<file path="src/rtl/vlt_sq_pkg.sv">
// Shared types and opcode encodings for the store-queue lifetime controller.
package vlt_sq_pkg;

  localparam int SQ_TS_W = 10;

  localparam logic [8:0] OP_SB    = 9'd6;
  localparam logic [8:0] OP_SH    = 9'd7;
  localparam logic [8:0] OP_SW    = 9'd8;
  localparam logic [8:0] OP_SD    = 9'd10;
  localparam logic [8:0] OP_SWL   = 9'd15;
  localparam logic [8:0] OP_SWR   = 9'd16;
  localparam logic [8:0] OP_SDL   = 9'd17;
  localparam logic [8:0] OP_SDR   = 9'd18;
  localparam logic [8:0] OP_SC_0  = 9'd21;
  localparam logic [8:0] OP_SCD_0 = 9'd23;

  typedef struct packed {
    logic [SQ_TS_W-1:0] start_ts;
    logic [SQ_TS_W-1:0] end_ts;
    logic [8:0]         opcode;
    logic               important;
  } sq_event_t;

  typedef struct packed {
    logic [2:0] s1;
    logic       v1;
    logic [2:0] s2;
    logic       v2;
  } shift_pair_t;

endpackage

</file>
<file path="src/rtl/vlt_sq_lifetime_ctrl_lookup.sv">
// Opcode/importance to weight shift-pair table; weight = (1<<s1) + (1<<s2).
module sq_weight_lookup
  import vlt_sq_pkg::*;
(
  input  logic [8:0]  i_opcode,
  input  logic        i_important,
  output shift_pair_t o_sp
);

  logic       w_known;
  logic [2:0] w_s1;
  logic [2:0] w_s2;

  always_comb begin
    w_known = 1'b1;
    w_s1    = 3'd0;
    w_s2    = 3'd0;
    case (i_opcode)
      OP_SB:                          begin w_s1 = 3'd6; w_s2 = 3'd4; end
      OP_SH, OP_SW, OP_SWL, OP_SWR:   begin w_s1 = 3'd6; w_s2 = 3'd5; end
      OP_SD, OP_SDL, OP_SDR,
      OP_SC_0, OP_SCD_0:              begin w_s1 = 3'd7; w_s2 = 3'd4; end
      default:                        w_known = 1'b0;
    endcase
    // Known stores holding unimportant data all share the 6,3 weight.
    if (w_known && !i_important) begin
      w_s1 = 3'd6;
      w_s2 = 3'd3;
    end
    o_sp = '{s1: w_s1, v1: w_known, s2: w_s2, v2: w_known};
  end

endmodule

</file>
<file path="src/rtl/vlt_sq_lifetime_ctrl.sv">
// Store-queue vulnerability-lifetime controller: entry tracking, release FIFO,
// two-stage weight/accumulate pipeline with saturating accumulator.
module vlt_sq_lifetime_ctrl
  import vlt_sq_pkg::*;
#(
  parameter int ENTRIES    = 16,
  parameter int IDX_W      = 4,
  parameter int TS_W       = SQ_TS_W,
  parameter int FIFO_DEPTH = 4,
  parameter int ACC_W      = 40
) (
  input  logic             clk_i,
  input  logic             reset_i,
  input  logic             alloc_v_i,
  input  logic [IDX_W-1:0] alloc_idx_i,
  input  logic [8:0]       alloc_opcode_i,
  input  logic             alloc_important_i,
  input  logic             rel_v_i,
  input  logic [IDX_W-1:0] rel_idx_i,
  output logic             rel_ready_o,
  input  logic             hold_i,
  input  logic             clear_i,
  output logic [ACC_W-1:0] acc_o,
  output logic             sat_o,
  output logic [15:0]      events_o,
  output logic             busy_o
);

  localparam int PTR_W  = $clog2(FIFO_DEPTH);
  localparam int TERM_W = TS_W + 8;
  localparam int SUM_W  = ((ACC_W > TERM_W) ? ACC_W : TERM_W) + 1;

  logic [TS_W-1:0]    r_ts;
  logic [ENTRIES-1:0] r_valid;
  logic [TS_W-1:0]    r_start [ENTRIES];
  logic [8:0]         r_op    [ENTRIES];
  logic               r_imp   [ENTRIES];

  sq_event_t          r_fifo [FIFO_DEPTH];
  logic [PTR_W-1:0]   r_wptr;
  logic [PTR_W-1:0]   r_rptr;
  logic [PTR_W:0]     r_count;
  logic               r_ready;

  logic               r_s1_v;
  logic [TS_W-1:0]    r_s1_dur;
  shift_pair_t        r_s1_sp;

  logic [ACC_W-1:0]   r_acc;
  logic               r_sat;
  logic [15:0]        r_events;

  logic               w_push;
  logic               w_pop;
  logic [PTR_W:0]     w_count_nxt;
  sq_event_t          w_head;
  sq_event_t          w_new;
  shift_pair_t        w_sp;
  logic [SUM_W-1:0]   w_t1;
  logic [SUM_W-1:0]   w_t2;
  logic [SUM_W-1:0]   w_sum;
  logic               w_ovf;

  assign w_push      = rel_v_i && r_ready && r_valid[rel_idx_i];
  assign w_pop       = !hold_i && (r_count != '0);
  assign w_count_nxt = r_count + (PTR_W+1)'(w_push) - (PTR_W+1)'(w_pop);
  assign w_head      = r_fifo[r_rptr];
  assign w_new       = '{start_ts: r_start[rel_idx_i], end_ts: r_ts,
                         opcode: r_op[rel_idx_i], important: r_imp[rel_idx_i]};

  sq_weight_lookup u_lookup (
    .i_opcode    (w_head.opcode),
    .i_important (w_head.important),
    .o_sp        (w_sp)
  );

  assign w_t1  = r_s1_sp.v1 ? (SUM_W'(r_s1_dur) << r_s1_sp.s1) : '0;
  assign w_t2  = r_s1_sp.v2 ? (SUM_W'(r_s1_dur) << r_s1_sp.s2) : '0;
  assign w_sum = SUM_W'(r_acc) + w_t1 + w_t2;
  assign w_ovf = |w_sum[SUM_W-1:ACC_W];

  always_ff @(posedge clk_i or posedge reset_i) begin
    if (reset_i) begin
      r_ts     <= '0;
      r_valid  <= '0;
      r_wptr   <= '0;
      r_rptr   <= '0;
      r_count  <= '0;
      r_ready  <= 1'b0;
      r_s1_v   <= 1'b0;
      r_s1_dur <= '0;
      r_s1_sp  <= '0;
      r_acc    <= '0;
      r_sat    <= 1'b0;
      r_events <= '0;
    end else begin
      r_ts    <= r_ts + 1'b1;
      r_count <= w_count_nxt;
      r_ready <= (w_count_nxt != (PTR_W+1)'(FIFO_DEPTH));
      // Release clears first so a same-index alloc in this cycle leaves it valid.
      if (w_push) begin
        r_valid[rel_idx_i] <= 1'b0;
        r_wptr             <= r_wptr + 1'b1;
      end
      if (alloc_v_i) r_valid[alloc_idx_i] <= 1'b1;
      if (w_pop) r_rptr <= r_rptr + 1'b1;
      if (!hold_i) begin
        r_s1_v <= w_pop;
        if (w_pop) begin
          r_s1_dur <= w_head.end_ts - w_head.start_ts;
          r_s1_sp  <= w_sp;
        end
      end
      if (clear_i) begin
        r_acc    <= '0;
        r_sat    <= 1'b0;
        r_events <= '0;
      end else if (!hold_i && r_s1_v) begin
        r_acc    <= w_ovf ? '1 : w_sum[ACC_W-1:0];
        r_sat    <= r_sat | w_ovf;
        r_events <= r_events + 16'd1;
      end
    end
  end

  always_ff @(posedge clk_i) begin
    if (alloc_v_i) begin
      r_start[alloc_idx_i] <= r_ts;
      r_op[alloc_idx_i]    <= alloc_opcode_i;
      r_imp[alloc_idx_i]   <= alloc_important_i;
    end
    if (w_push) r_fifo[r_wptr] <= w_new;
  end

  assign rel_ready_o = r_ready;
  assign acc_o       = r_acc;
  assign sat_o       = r_sat;
  assign events_o    = r_events;
  assign busy_o      = (r_count != '0) || r_s1_v;

endmodule

</file>
<file path="config.mk">
export PLATFORM = sky130hd
export DESIGN_NAME = vlt_sq_lifetime_ctrl
export DESIGN_NICKNAME = d
export VERILOG_FILES = /design/src/rtl/vlt_sq_pkg.sv /design/src/rtl/vlt_sq_lifetime_ctrl_lookup.sv /design/src/rtl/vlt_sq_lifetime_ctrl.sv
export SDC_FILE = /design/constraint.sdc
export NUM_CORES = 1
export LEC_CHECK = 0
export BUFFER_PORTS_ARGS = -buffer_cell sky130_fd_sc_hd__clkbuf_2
export CORE_ASPECT_RATIO = 1.5
export CORE_MARGIN = 4
export CORE_UTILIZATION = 60
export CTS_CLUSTER_DIAMETER = 40
export DETAILED_ROUTE_END_ITERATION = 12
export GPL_ROUTABILITY_DRIVEN = 0
export PLACE_DENSITY_LB_ADDON = 0.3
export SYNTH_ARGS = -nofsm -noshare
export SYNTH_HDL_FRONTEND = slang
export SYNTH_SLANG_ARGS = --single-unit
export TNS_END_PERCENT = 30
</file>
<file path="constraint.sdc">
create_clock -name clk_i -period 5.7 [get_ports clk_i]
set_input_delay 0.285 -clock clk_i [delete_from_list [all_inputs] [get_ports clk_i]]
set_output_delay 0.285 -clock clk_i [all_outputs]
set_load 0.03 [all_outputs]
</file>
==> results of run 1 <==
## state kept, by name, indices dropped and copies added, names as in the netlist, 6 cells and up
name	count
r_valid	16
r_imp	16
r_s1_sp	6
r_ts	10
acc_o	40
events_o	16
r_fifo	120
r_s1_dur	10
r_op	144
r_start	160
## path summary, 6_finish.rpt
kind | end | cells after the start
min reg2reg | r_valid[3]$_DFF_PP0_ | 1
max | acc_o[5]$_DFFE_PP0P_ | 14
min | r_op[4][8]$_DFFE_PP_ | 1
min in group asynchronous | events_o[9]$_DFFE_PP0P_ | 3
max reg2reg | acc_o[5]$_DFFE_PP0P_ | 14
max in group asynchronous | r_rptr[0]$_DFFE_PP0P_ | 4
## timing repair
item,4_1_cts,5_1_grt
gates resized for setup,0,0
endpoints found under the hold margin,32,0
hold buffers,2,0
setup endpoints to repair,0,0
## logic make-up (layout without fill, tap and decap cells)
| group | after synthesis | after routing | synth area share [%] |
|---|---|---|---|
| simple gates | 326 | 326 | 6.83 |
| xor+xnor | 54 | 54 | 2.00 |
| fa+ha+maj | 54 | 54 | 3.49 |
| compound gates | 190 | 190 | 4.91 |
| mux | 156 | 156 | 13.6 |
| buf+inv | 112 | 248 | 1.83 |
| flops | 548 | 548 | 67.4 |
## per-layer routing
| metal | vias to the layer above | GRT usage [%] | share of wire, % |
|---|---|---|---|
| met4 | 0 | 7.95 | 3.4 |
| li1 | 5790 | - | - |
| met5 | - | 0 | 0 |
| met2 | 416 | 44.2 | 56 |
| met3 | 119 | 2.88 | 4.7 |
| met1 | 6660 | 27.3 | 36 |
## placed cells by master, fill, tap and decap left out, types with 11 or more instances in the layout
| cell type | n |
|---|---|
| xor2_1 | 32 |
| edfxtp_1 | 440 |
| ha_1 | 34 |
| nand4_1 | 13 |
| and3_1 | 22 |
| inv_1 | 46 |
| nand2_1 | 83 |
| and4_1 | 13 |
| a21oi_1 | 59 |
| mux2i_1 | 20 |
| clkinv_2 | 14 |
| nand3_1 | 28 |
| nor2_4 | 12 |
| a211oi_1 | 11 |
| nor3_1 | 22 |
| a21o_1 | 15 |
| xnor2_1 | 22 |
| nand2b_1 | 21 |
| o21ai_0 | 45 |
| a31oi_1 | 16 |
| nor2_1 | 73 |
| buf_4 | 18 |
| fa_1 | 20 |
| dfrtp_1 | 107 |
| clkbuf_16 | 53 |
| clkbuf_2 | 80 |
| mux4_2 | 131 |
## layout make-up
type	instances	share of cell area, %
Clock inverter	39	1.44
Inverter	48	0.692
Sequential cell	548	60.3
Multi-Input combinational cell	780	28.0
Clock buffer	60	5.12
Timing Repair Buffer	101	2.15
Tap cell	495	2.34
## power groups by stage
stage                     clock network [uW]  logic (uW)  registers [uW]
after floorplan                            0        1540            4840
after global placement                     0        1900            4930
after detailed placement                   0        1960            4950
after CTS                               3530        1980            4870
after global routing                    3710        2190            4900
final                                   3470        1970            4860
## stage by stage
step,hold slack (ns),instances,util [%]
floorplan,0.384,1440,-
global placement,0.300,1970,63.8
detailed placement,0.314,1970,63.8
CTS,0.0561,2071,68.3
global route,0.111,2071,68.3
finish,0.0893,2071,68.3
==> results.yml, run 1 <==
status:
  status: "finished, final reports clean"
clocking:
  cts_setup_buffers: 0
  cts_max_path_buffers: 3
  cts_sinks: 548
  numCtsBuffers: 53
  clkTransAtPathRegs_ns: 0.06
  cts_root_buffer: "clkbuf_16"
  cts_tree: "yes"
  clock_latency_ns: 0.58
  htree_num_levels: 2
power:
  p_leak_uw: 0.00963
  p_per_area_nw_per_um2: 390
  sw_frac_of_total_pct: 27.9
  p_total_uw: 10300
  clock_power_share_pct: 33.7
  power_switching_uw: 2880
  intPower_uw: 7430
  peakVddDrop_mv: 0.315
  pwr-share-comb_pct: 19.1
  seqPwrFrac_pct: 47.2
worst_setup_path:
  critPathCaptureType: "flop"
  critPathMaxFanout: 17
  crit_buf_inv: 1
  slowest_delay_ns: 0.70
  worstReg2RegStart: "r_s1_sp[2]$_DFFE_PP0P_"
  r2r_slack_ns: 1.14
  required_ns: 6.08
  worst-setup-path-type: "reg -> reg"
  path_delay_family: "compound AO/OA/AOI/OAI gates"
  critPathLaunch: "r_s1_sp[2]$_DFFE_PP0P_"
  startpoint_type: "flop"
  arrival_ns: 4.94
  crit_slowest_cell: "dfrtp_1"
  crit_chain: "mux2_2 > o21ai_0 > nor2_1 > a31oi_1 > nor2_1 > fa_1 > ha_1 > a211oi_1 > o211ai_1 > a21o_1 > o211a_1 > nand2b_1 > buf_4 > a31oi_1"
cells_and_area:
  fin_area_um2: 26400
  areaGrowthSynthToFinish_pct: 11.8
  drive_gt1_share_pct: 22.0
  nFillCells: 2520
  multi_input_area_um2: 7390
  seqCellArea_um2: 15900
  finalNetCount: 1610
  antenna_cells: 0
floorplanning:
  ios: 83
  core_area_um2: 38600
  die_w_um: 170
  die_y_um: 251
  dieArea_um2: 42700
  initial_utilization_pct: 61.1
  rows: 88
grt:
  grt_max_degree: 78
  track_usage_pct: 23.4
  grt_overflow: 0
  antenna_found_initial: 0
  grt_pass1_vias: 13700
  grt_pass1_wl_mm: 77.1
sta:
  finalCritPeriodShare_pct: 79.9
  fin_crit_ns: 4.56
  hold_viol_final: 0
  finalSetupViolCount: 0
  fmaxAchievable_mhz: 219
  fin_ws_ns: 1.14
  finalSetupTns_ns: 0
  clock_skew_ns: 0.0244
  worst_pin_slew_ns: 1.17
  maxSlewHeadroom_pct: 22.0
  rsz0062_at_grt: "false"
  maxSlewViolCount: 0
logic_synthesis:
  async_flop_share_pct: 19.7
  synthTopCellsByArea: "edfxtp_1, mux4_2, dfrtp_1"
  synth.largest_area_cell: "edfxtp_1"
  netlist_instances: 1440
  synth_top_area_share_pct: 55.9
  ys_types: 60
  synthTopCellsByCount: "edfxtp_1, mux4_2, dfrtp_1"
  yosysWarnings: 0
  ys_seq_elements: 548
  synth.cell_area_um2: 23600
  synth.most_common_cell: "edfxtp_1"
  syn_nets: 1518
  ys.flop_type: "edfxtp_1"
  yosysSeqAreaShare_pct: 67.4
  synth_edf_count: 440
  postSynthAreaPerCell_um2: 16.4
place:
  place_hpwl_mm: 29.5
  io_buffers: 82
  place_ws_ns: 1.19
  post_dp_cell_area_um2: 24700
min_path:
  hp-start: "alloc_opcode_i[8]"
  hp-class: "in -> reg"
detailed_routing:
  vias_per_cell: 6.27
  vias: 13000
  drtPass1Iterations: 5
  drc: 0
  wl_mm: 48.6
  dr.first_iter.drc_count: 1053
  ant_nets: 0
  wl_per_cell_um: 23.5
job:
  cap_violations: 0
No activity file was read; power rests on OpenSTA's default activity.
==> run 2, diff against run 1 <==
Settings changed: CORE_UTILIZATION 60 to 56.
Clock period 5.7 ns to 4 ns, I/O delays scaled along.
==> run 2 against run 1 <==
- register-to-register slack worse by 0.98 ns
- setup slack got worse by 0.98 ns
- via count grew 1.0%
- non-clock buffer count grew 30
- combinational power is 52% higher
- wire length up 2.7%
- largest power group unchanged
- highest routed layer unchanged
==> results.yml, run 2 (synthesized netlist as in run 1, its figures left out) <==
floorplanning:
  die_w_um: 176
  ios: 83
  dieArea_um2: 45600
  core_area_um2: 41400
  initial_utilization_pct: 57.0
  die_y_um: 260
  rows: 91
job:
  cap_violations: 0
cells_and_area:
  top_regs: "r_start (160), r_op (144), r_fifo (120)"
  largest_register_ffs: 160
  fin_area_um2: 27000
  drive_gt1_share_pct: 24.1
  final_common_cell: "edfxtp_1"
  finalNetCount: 1642
  largest_register: "r_start"
  areaGrowthSynthToFinish_pct: 14.1
  antenna_cells: 0
  mostFrequentLayoutCells: "edfxtp_1, mux4_2, dfrtp_1"
detailed_routing:
  vias: 13100
  wl_per_cell_um: 23.0
  dr.first_iter.drc_count: 928
  drtPass1Iterations: 5
  ant_nets: 0
  drc: 0
  vias_per_cell: 6.05
  wl_mm: 49.9
grt:
  antenna_found_initial: 0
  grt_pass1_wl_mm: 78.3
  grt_max_degree: 58
  grt_overflow: 0
  track_usage_pct: 22.2
  grt_pass1_vias: 13700
clocking:
  cts_sinks: 548
  cts_setup_buffers: 0
  htree_num_levels: 2
  numCtsBuffers: 55
  cts_max_path_buffers: 3
  clkTransAtPathRegs_ns: 0.06
  cts_root_buffer: "clkbuf_16"
  clock_latency_ns: 0.59
  cts_tree: "yes"
sta:
  fmaxAchievable_mhz: 261
  maxSlewHeadroom_pct: 23.6
  rsz0062_at_grt: "true"
  worst_pin_slew_ns: 1.15
  whs_ns: 0.0159
  hold_viol_final: 0
  fin_crit_ns: 3.84
  finalSetupViolCount: 0
  finalCritPeriodShare_pct: 95.9
  maxSlewViolCount: 0
  finalSetupTns_ns: 0
  clock_skew_ns: 0.0247
status:
  status: "finished, final reports clean"
worst_setup_path:
  worst-setup-path-type: "reg -> reg"
  startpoint_type: "flop"
  required_ns: 4.47
  arrival_ns: 4.31
  critPathCaptureType: "flop"
  worstReg2RegStart: "r_s1_sp[2]$_DFFE_PP0P_"
  critPathMaxFanout: 18
  critPathLaunch: "r_s1_sp[2]$_DFFE_PP0P_"
power:
  p_per_area_nw_per_um2: 563
  p_leak_uw: 0.00987
  peakVddDrop_mv: 0.482
min_path:
  hp-class: "in -> reg"
  hp-start: "alloc_opcode_i[7]"
place:
  post_dp_cell_area_um2: 24900
  io_buffers: 82
  place_hpwl_mm: 30.7
run 2: cell types whose count changed in the layout (fill, tap and decap cells not counted), sizes merged:
cell / change
dlygate4sd3: +4
clkinv: -5
clkbuf: +5
buf: +26
bufinv: +3
inv: +2
run 2: final timing paths:
path | cells after the start | to | slack, ns
worst max-delay path | 16 | acc_o[31]$_DFFE_PP0P_ | 0.16
worst min-delay path | 1 | r_op[6][7]$_DFFE_PP_ | 0.02
worst max register to register | 16 | acc_o[31]$_DFFE_PP0P_ | 0.16
worst min register to register | 1 | r_valid[7]$_DFF_PP0_ | 0.47
max in group asynchronous | 4 | acc_o[31]$_DFFE_PP0P_ | 2.92
min in group asynchronous | 3 | r_count[2]$_DFF_PP0_ | 0.14
run 2: layout make-up:
type | count | area (um^2)
clock buffer | 65 | 1450
clock inverter | 39 | 455
fill | 2941 | 14500
inverter | 48 | 183
multi-input combinational | 780 | 7450
sequential | 548 | 15900
tap | 558 | 698
timing repair buffer | 131 | 827
run 2: per-stage QoR:
| step | total power [uW] | std cells | worst slack (ns) | utilization [%] |
|---|---|---|---|---|
| 6_report | 15200 | 2169 | 0.165 | 65.1 |
| 2_1_floorplan | 9090 | 1440 | 0.179 | - |
| 3_5_place_dp | 9920 | 2059 | -0.0342 | 60.2 |
| 4_1_cts | 15200 | 2169 | 0.0579 | 64.9 |
| 3_3_place_gp | 9820 | 2059 | 0.0386 | 60.2 |
| 5_1_grt | 15900 | 2169 | -0.0322 | 65.1 |
run 2: what timing repair did:
action	4_1_cts	5_1_grt
hold buffers	6	0
pin swaps	0	5
cloned	0	0
resized for setup	1	18
setup endpoints to repair	7	41
hold endpoints to repair	74	0
run 2: per-layer routing:
layer | share of wire, % | global-route usage (%)
met1 | 36 | 26.5
met5 | 0 | 0
met3 | 5.0 | 3.04
met4 | 3.4 | 7.69
met2 | 55 | 41.2
run 2: critical path, cell delays in order (launching register included):
cell	delay (ns)
dfrtp_2	0.41
mux2_2	0.36
o21ai_0	0.24
nor2_1	0.09
a31oi_1	0.16
nor2_1	0.07
fa_1	0.44
ha_1	0.32
buf_4	0.16
o21ai_0	0.32
a211oi_1	0.13
o21ai_1	0.16
a31oi_1	0.15
o21a_1	0.22
buf_12	0.15
and4_1	0.19
nor3_1	0.19
run 2: power breakdown:
group | switching [uW] | internal [uW] | total (uW)
Sequential | 304 | 6570 | 6870
Combinational | 1700 | 1290 | 2990
Clock | 2190 | 3140 | 5330
==> run 3, diff against run 2 <==
Settings changed: ABC_AREA set to 0, CORE_ASPECT_RATIO 1.5 to 2.
==> run 3 against run 2 <==
- global-route usage rose by 0.78 points
- via count fell by 0.22%
- clock skew rose by 0.0040 ns
- setup slack barely moved
- cell count fell by 1.4%
- sequential power barely moved
- wire length rose by 4.1%
- critical path type unchanged
- fmax barely moved
- sequential share of layout area rose by 0.62 points
- critical path depth did not move
==> results.yml, run 3 (synthesized netlist as in run 1, its figures left out) <==
power:
  pwr-share-comb_pct: 20.9
  peakVddDrop_mv: 0.496
  clock_power_share_pct: 32.4
  p_total_uw: 14700
  seqPwrFrac_pct: 46.7
  p_per_area_nw_per_um2: 550
  sw_frac_of_total_pct: 28.5
  p_leak_uw: 0.00974
  intPower_uw: 10500
  power_switching_uw: 4180
floorplanning:
  initial_utilization_pct: 56.6
  core_area_um2: 41800
  rows: 106
  die_w_um: 153
  dieArea_um2: 45700
  ios: 83
  die_y_um: 298
grt:
  grt_pass1_wl_mm: 80.7
  grt_overflow: 0
  grt_pass1_vias: 13900
  grt_max_degree: 77
  antenna_found_initial: 0
  track_usage_pct: 23.0
cells_and_area:
  seqCellArea_um2: 15900
  drive_gt1_share_pct: 24.2
  final_common_cell: "edfxtp_1"
  instances_no_fill: 2138
  top_regs: "r_start (160), r_op (144), r_fifo (120)"
  multi_input_area_um2: 7450
  finalNetCount: 1636
  largest_register_ffs: 160
  post-route-util_pct: 63.9
  largest_register: "r_start"
  mostFrequentLayoutCells: "edfxtp_1, mux4_2, dfrtp_1"
  areaGrowthSynthToFinish_pct: 13.0
  antenna_cells: 0
  nFillCells: 2882
worst_setup_path:
  required_ns: 4.37
  critPathLaunch: "r_s1_sp[2]$_DFFE_PP0P_"
  worstReg2RegStart: "r_s1_sp[2]$_DFFE_PP0P_"
  startpoint_type: "flop"
  arrival_ns: 4.21
  critPathMaxFanout: 18
  critPathCaptureType: "flop"
  worst-setup-path-type: "reg -> reg"
detailed_routing:
  wl_mm: 51.9
  ant_nets: 0
  dr.first_iter.drc_count: 962
  drc: 0
  vias: 13100
  drtPass1Iterations: 5
  vias_per_cell: 6.12
  wl_per_cell_um: 24.3
clocking:
  cts_tree: "yes"
  cts_sinks: 548
  htree_num_levels: 2
  clock_latency_ns: 0.57
  cts_max_path_buffers: 3
  numCtsBuffers: 49
  clkTransAtPathRegs_ns: 0.07
  cts_root_buffer: "clkbuf_16"
sta:
  clock_skew_ns: 0.0287
  worst_pin_slew_ns: 1.19
  maxSlewViolCount: 0
  finalCritPeriodShare_pct: 95.9
  finalSetupViolCount: 0
  whs_ns: 0.0224
  hold_viol_final: 0
  fin_crit_ns: 3.84
  rsz0062_at_grt: "false"
  fmaxAchievable_mhz: 261
  finalSetupTns_ns: 0
  maxSlewHeadroom_pct: 20.8
min_path:
  hp-class: "in -> reg"
  hp-start: "alloc_opcode_i[5]"
job:
  cap_violations: 0
status:
  status: "finished, final reports clean"
place:
  place_hpwl_mm: 33.5
  place_inst: 2044
  io_buffers: 82
-- run 3: power groups by stage --
stage / clock network, uW / logic, uW / registers [uW]
final: 4760 / 3070 / 6850
after global routing: 5080 / 3370 / 6900
after CTS: 4840 / 3070 / 6850
after detailed placement: 0 / 3050 / 6970
after global placement: 0 / 2960 / 6940
after floorplan: 0 / 2190 / 6890
-- run 3: critical path, stage by stage, from the launching register on --
cell	delay, ns
dfrtp_2	0.42
buf_4	0.17
mux2i_1	0.25
nor2_1	0.08
a31oi_2	0.20
nor2_1	0.09
fa_1	0.51
inv_1	0.06
fa_1	0.44
nand2b_1	0.19
a21oi_2	0.25
o21ai_2	0.14
a31oi_2	0.23
o21a_1	0.18
buf_12	0.15
and4_1	0.22
nor3_1	0.06
-- run 3: worst paths after layout --
check	endpoint	slack [ns]	cells past startpoint
max reg2reg	acc_o[25]$_DFFE_PP0P_	0.16	16
min reg2reg	r_valid[5]$_DFF_PP0_	0.48	1
max	acc_o[25]$_DFFE_PP0P_	0.16	16
min	r_op[12][5]$_DFFE_PP_	0.02	1
min in group asynchronous	events_o[5]$_DFFE_PP0P_	0.41	3
max in group asynchronous	acc_o[27]$_DFFE_PP0P_	2.52	4
-- run 3: routing by layer --
metal  GRT usage (%)  part of all wire (%)
met1            24.2                    33
met2            45.0                    58
met3            2.52                   3.9
met4            10.2                   4.7
met5               0                     0
-- run 3: through the flow --
| stage | setup slack, ns | cell area (um^2) |
|---|---|---|
| after detailed placement | 0.00450 | 25000 |
| after global placement | 0.0802 | 25000 |
| after CTS | 0.0220 | 26600 |
| final | 0.165 | 26700 |
| after floorplan | 0.179 | 23600 |
| after global routing | 0.0108 | 26700 |
-- run 3: cell type report --
cell class | instances | share of cell area (%)
flip-flops and latches | 548 | 59.6
multi-input cells | 780 | 27.9
clock buffers | 55 | 4.83
repair buffers | 131 | 3.11
well taps | 540 | 2.53
clock inverters | 36 | 1.30
inverters | 48 | 0.684
-- run 3: repair_timing --
item | CTS | global route
setup endpoints to repair | 5 | 37
buffers inserted | 1 | 0
hold endpoints to repair | 76 | 0
hold buffers | 2 | 0
gates resized for setup | 1 | 15
pin swaps | 1 | 3
